==> config.mk <==
export PLATFORM = sky130hd
export DESIGN_NAME = cpu_intr_ctrl
export DESIGN_NICKNAME = d
export VERILOG_FILES = /design/src/rtl/cpu_intr_ctrl.sv
export SDC_FILE = /design/constraint.sdc
export NUM_CORES = 1
export LEC_CHECK = 0
export ABC_AREA = 1
export BUFFER_PORTS_ARGS = -buffer_cell sky130_fd_sc_hd__buf_2
export CORE_MARGIN = 2
export CORE_UTILIZATION = 40
export CTS_CLUSTER_DIAMETER = 200
export DETAILED_ROUTE_END_ITERATION = 6
export GPL_TIMING_DRIVEN = 0
export MAX_ROUTING_LAYER = met4
export PLACE_DENSITY = 0.65
export SLEW_MARGIN = 20
export SYNTH_ARGS = -nofsm -noshare
export SYNTH_HDL_FRONTEND = slang
export SYNTH_SLANG_ARGS = --single-unit
export TNS_END_PERCENT = 1
==> constraint.sdc <==
create_clock -name clk -period 8.8 [get_ports clk]
set_input_delay 1.32 -clock clk [delete_from_list [all_inputs] [get_ports clk]]
set_output_delay 1.32 -clock clk [all_outputs]
set_load 0.1 [all_outputs]
==> src/rtl/cpu_intr_ctrl.sv <==
// rtl/cpu_intr_ctrl.sv - prioritised vectored interrupt controller, nesting via CPU_INTR_NEST_EN
module cpu_intr_ctrl #(
    parameter int N_SRC = 4,
    parameter int XLEN = 32,
    parameter logic [XLEN-1:0] VEC_BASE = 'h100,
    parameter logic [XLEN-1:0] VEC_STRIDE = 'h10,
    parameter int NEST_DEPTH = 4,
    localparam int SEL_W = (N_SRC > 1) ? $clog2(N_SRC) : 1
) (
    input  logic             clk,
    input  logic             rst,
    input  logic [N_SRC-1:0] irq,
    input  logic             mask_we,
    input  logic [N_SRC-1:0] mask_wdata,
    input  logic             gie_we,
    input  logic             gie_wdata,
    input  logic             vec_we,
    input  logic [SEL_W-1:0] vec_sel,
    input  logic [XLEN-1:0]  vec_wdata,
    input  logic             commit,
    input  logic [XLEN-1:0]  pc,
    input  logic             iret,
    output logic             intr_take,
    output logic [XLEN-1:0]  intr_target,
    output logic [XLEN-1:0]  intr_pc,
    output logic             intr_en,
    output logic             in_isr,
    output logic [N_SRC-1:0] pending
);

`ifdef CPU_INTR_NEST_EN
    localparam bit NEST_EN = 1'b1;
`else
    localparam bit NEST_EN = 1'b0;
`endif

    localparam int DW = $clog2(NEST_DEPTH + 1);
    localparam logic [DW-1:0] DEPTH_MAX = DW'(NEST_DEPTH);
    localparam logic [SEL_W:0] N_SRC_W = (SEL_W + 1)'(N_SRC);

    typedef enum logic {
        IDLE = 1'b0,
        ISR  = 1'b1
    } state_t;

    state_t            state_q, state_d;
    logic [N_SRC-1:0]  irq_q, mask_q, pending_q, eligible, irq_rise, take_mask;
    logic [XLEN-1:0]   vec_q [N_SRC];
    logic [XLEN-1:0]   pc_q;
    logic [SEL_W-1:0]  cur_id_q, sel_id;
    logic              en_q, any_elig, iret_isr, push, pop;

    // save stack of preempted {return pc, source id}; contents need no reset
    logic [XLEN-1:0]   stk_pc [NEST_DEPTH];
    logic [SEL_W-1:0]  stk_id [NEST_DEPTH];
    logic [DW-1:0]     depth_q, top_idx;

    assign irq_rise    = irq & ~irq_q;
    assign eligible    = pending_q & mask_q;
    assign any_elig    = |eligible;
    assign top_idx     = depth_q - DW'(1);
    assign intr_target = vec_q[sel_id];
    assign intr_pc     = pc_q;
    assign intr_en     = en_q;
    assign in_isr      = (state_q == ISR);
    assign pending     = pending_q;

    // lowest eligible index wins
    always_comb begin
        sel_id = '0;
        for (int i = N_SRC - 1; i >= 0; i--) begin
            if (eligible[i]) sel_id = SEL_W'(i);
        end
    end

    // next state, take decision, stack push/pop; iret blocks a same-cycle take
    always_comb begin
        state_d   = state_q;
        intr_take = 1'b0;
        iret_isr  = 1'b0;
        push      = 1'b0;
        pop       = 1'b0;
        case (state_q)
            IDLE: begin
                if (commit && en_q && any_elig) begin
                    intr_take = 1'b1;
                    state_d   = ISR;
                end
            end
            ISR: begin
                if (iret) begin
                    iret_isr = 1'b1;
                    if (NEST_EN && (depth_q != '0)) pop = 1'b1;
                    else state_d = IDLE;
                end else if (NEST_EN && commit && any_elig && (sel_id < cur_id_q) &&
                             (depth_q < DEPTH_MAX)) begin
                    intr_take = 1'b1;
                    push      = 1'b1;
                end
            end
            default: state_d = IDLE;
        endcase
        if (rst) begin
            state_d   = IDLE;
            intr_take = 1'b0;
            iret_isr  = 1'b0;
            push      = 1'b0;
            pop       = 1'b0;
        end
    end

    // one-hot of the source being serviced this cycle
    always_comb begin
        take_mask = '0;
        if (intr_take) take_mask[sel_id] = 1'b1;
    end

    // FSM state register
    always_ff @(posedge clk) begin
        if (rst) state_q <= IDLE;
        else     state_q <= state_d;
    end

    // request latching, configuration registers and saved context
    always_ff @(posedge clk) begin
        if (rst) begin
            irq_q     <= '0;
            pending_q <= '0;
            mask_q    <= '0;
            en_q      <= 1'b0;
            pc_q      <= '0;
            cur_id_q  <= '0;
            depth_q   <= '0;
            for (int i = 0; i < N_SRC; i++) begin
                vec_q[i] <= VEC_BASE + XLEN'(i) * VEC_STRIDE;
            end
        end else begin
            irq_q     <= irq;
            pending_q <= (pending_q & ~take_mask) | irq_rise;
            if (mask_we) mask_q <= mask_wdata;
            if (vec_we && ({1'b0, vec_sel} < N_SRC_W)) vec_q[vec_sel] <= vec_wdata;
            if (gie_we) en_q <= gie_wdata;
            if (iret_isr && !pop) en_q <= 1'b1;
            if (intr_take) en_q <= 1'b0;
            if (intr_take) begin
                pc_q     <= pc;
                cur_id_q <= sel_id;
            end else if (pop) begin
                pc_q     <= stk_pc[top_idx];
                cur_id_q <= stk_id[top_idx];
            end
            if (push)     depth_q <= depth_q + DW'(1);
            else if (pop) depth_q <= top_idx;
        end
    end

    // stack storage written on preemption
    always_ff @(posedge clk) begin
        if (push) begin
            stk_pc[depth_q] <= pc_q;
            stk_id[depth_q] <= cur_id_q;
        end
    end

endmodule

==> summary.txt <==
Power
  • Total Power: 2.052 mW
  • Worst VDD drop: 0.1559 mV
  • Leakage: 4.197 nW
  • Power density cells: 223.7 mW/mm^2

Die
  • Die area: 0.01968 mm^2
  • Initial Utilization: 0.4109
  • Core area: 0.01809 mm^2
  • DIE WIDTH: 140.3 um
  • # IOs: 153
  • Row count: 49
  • Die height: 140.3 um

Global routing
  • Largest net degree at the start of global routing: 25
  • Global route overflow: 0
  • Most used routing layer: met2
  • First-pass GRT wire length: 29,500 um
  • Met1 Use GR: 0.2459
  • Vias in the first global route: 5,789
  • GR Layer Usage met3: 0.04786
  • Met2 usage: 0.3341
  • Initial antenna violation count: 2
  • Tot GR Track Use: 0.2031

Timing
  • RSZ-0062 raised after global routing: no
  • TNS Setup: 0 ps
  • Tcrit/Tclk final: 0.4357
  • Setup violators final: 0
  • Peak Freq: 260.8 MHz
  • Worst Tran Pin Value: 673.4 ps
  • Rel. slew slack: 0.5511
  • Final Skew: 6.654 ps
  • Final Hold Vio Count: 0
  • Minimum clock period: 3834 ps
  • Final worst setup slack: 4966 ps
  • Final Max Slew Viols: 0

Drt
  • Vias: 5,808
  • DR iter-0 viols: 396
  • WL final: 18,760 um
  • 1st-pass router iterations: 5
  • Drc violations: 0
  • Avg WL per Cell: 15.86 um
  • Routed Antenna Nets: 0
  • Avg Vias per Cell: 4.910

Setup path
  • Setup CP Type: input pin to primary output
  • WP data arrival: 2510 ps
  • Worst path top cell family by delay: buffers and inverters
  • RR Startpoint: pending[2]
  • Crit path capture type: primary output
  • Worst path max stage delay: 430 ps
  • CP Cell Sequence: buf_2, nand3_1, inv_1, o21ai_2, nor2_4, buf_6, buf_2
  • Crit Path Max Fanout: 10
  • Max stage delay cell, worst path: buf_2
  • Worst path buffer plus inverter count: 4
  • Crit path from: commit
  • CP most frequent cell: buf_2
  • Startpoint types: input pin
  • WP data required: 7480 ps

Placed design
  • Port bufs: 152
  • Final GP Congestion: 0.8432
  • DP Wirelength: 12,940 um
  • Pre-CTS setup slack: 4946 ps

Hold path
  • Min-delay src: intr_pc[24]
  • Worst hold path type: flop to flop

Synth
  • Xor and xnor fraction of the mapped netlist area: 0
  • Largest family of logic cells by synthesized area: simple AND/OR/NAND/NOR gates
  • Top-area cell type share of the netlist area: 0.5173
  • #FFs+latches synth: 174
  • Synthesized instance count: 762
  • Post-synthesis adder-cell area fraction: 0
  • Synth Area in Simple Gates: 0.2817
  • Yosys warnings: 0
  • Post-Syn Area per Cell: 9.752 um^2
  • Distinct cells, synth: 20
  • Most area-consuming cells after synthesis: edfxtp_1 (52%), dfxtp_1 (12%), nand2_1 (9.9%)
  • Sequential-to-total area share from yosys stat: 0.6412
  • Synth Area in Compound Gates: 0.009598
  • Post-synthesis mux area share: 0
  • Synth area leader: edfxtp_1
  • Synthesized Nets: 844
  • Synthesized cell area: 0.007431 mm^2

Clock network
  • CTS HTree Levels: 4
  • Clock sinks: 174
  • TritonCTS clock tree: done
  • Hold_buf cts: 0
  • # Post-CTS Setup Buffers: 0
  • Worst-Skew Late Latency: 430 ps
  • CTS max path bufs: 2
  • Clock slew at reported path FFs: 70 ps
  • Number of gates resized after cts: 0
  • Clock root buffer: clkbuf_16
  • CTS buffer count: 17

Layout
  • Layout Area Growth over Synthesis: 23.44%
  • Multi-input logic area: 0.002186 mm^2
  • FILL cells: 1,719
  • NumNets Final: 1,021
  • Share of layout cells above drive strength 1: 0.2542
  • Sequential cell area: 0.004765 mm^2

Flow run
  • Max_cap viols: 0

Status
  • Status: finished, final reports clean
-- area by class of cell --
| cell class | instances | area share |
|---|---|---|
| sequential | 174 | 0.5194 |
| clock buffer | 20 | 0.05334 |
| inverter | 58 | 0.02373 |
| clock inverter | 12 | 0.008457 |
| antenna | 2 | 0.0005456 |
| buffer | 45 | 0.03096 |
| timing repair buffer | 158 | 0.09398 |
| multi-input combinational | 485 | 0.2383 |
| tap | 229 | 0.03124 |
-- state kept, by name (all words and copies together), names as in the netlist --
register / count
intr_en: 1
irq_q: 4
intr_pc: 32
in_isr: 1
mask_q: 4
vec_q: 128
pending: 4
-- stage by stage --
| step | util | hold slack, ps | cell area [um^2] | instances |
|---|---|---|---|---|
| 4_1_cts | 0.5069 | 442.4 | 9168 | 1181 |
| 5_1_grt | 0.5072 | 456.6 | 9173 | 1183 |
| 6_report | 0.5072 | 440.1 | 9173 | 1183 |
| 2_1_floorplan | - | 429.3 | 7431 | 762 |
| 3_5_place_dp | 0.4755 | 426.6 | 8601 | 1149 |
| 3_3_place_gp | 0.4688 | 424.7 | 8478 | 1143 |
-- report_power, final --
| part | total (mW) | switching (mW) | internal, mW | leakage, nW |
|---|---|---|---|---|
| Clock | 0.719 | 0.316 | 0.403 | 0.295 |
| Sequential | 0.947 | 0.0146 | 0.932 | 1.62 |
| Combinational | 0.386 | 0.312 | 0.0741 | 2.28 |
| Total | 2.05 | 0.643 | 1.41 | 4.20 |
-- placed cells by master (no fill, tap or decap), types with 2 or more instances in the layout --
cell type and instances:
clkbuf_1 8, nor2_2 3, dfxtp_1 46, nor2_4 3, nor2_1 108, o21bai_1 2
clkbuf_16 19, nand3b_1 32, buf_2 178, inv_1 56, clkinv_2 4, nand2_1 192
o21ai_0 6, inv_4 4, edfxtp_1 128, buf_12 2, a21oi_1 2, nand2_2 5
nor3_1 30, diode_2 2, inv_2 3, nand3_1 100, buf_6 14
-- layer usage --
layer / up-vias / part of all wire
met3: 26 / 0.063
met2: 212 / 0.49
li1: 2876 / -
met1: 2694 / 0.43
met5: - / 0
met4: 0 / 0.019
-- worst reg2reg max path: cells and delay by family, from the launching register on --
kind / cells / cell delay (ps)
compound gates: 1 / 140
buf+inv: 2 / 370
flops: 1 / 320
simple gates: 4 / 460
-- kinds of logic after synthesis --
logic type | after synthesis
AO/OA/AOI/OAI | 12
flip-flops | 174
buffers and inverters | 103
AND/OR/NAND/NOR | 473
-- worst paths after layout --
| path | to | depth (start not counted) | slack, ps |
|---|---|---|---|
| max | intr_take | 7 | 4970 |
| min | intr_pc[24] | 2 | 440 |
| max reg2reg | pending[3] | 7 | 7410 |
| min reg2reg | intr_pc[24] | 2 | 440 |
-- Yosys cell counts --
cell / number
nand2_1: 195
edfxtp_1: 128
nor2_1: 108
nand3_1: 100
inv_1: 55
dfxtp_1: 46
nand3b_1: 32
nor3_1: 30
buf_2: 26
buf_6: 11
clkbuf_1: 8
o21ai_0: 6
inv_2: 3
nor2_2: 3
nor2_4: 3
a21oi_1: 2
nand2_2: 2
o21bai_1: 2
o21ai_2: 1
o31ai_1: 1
(Power assumes the default switching activity.)
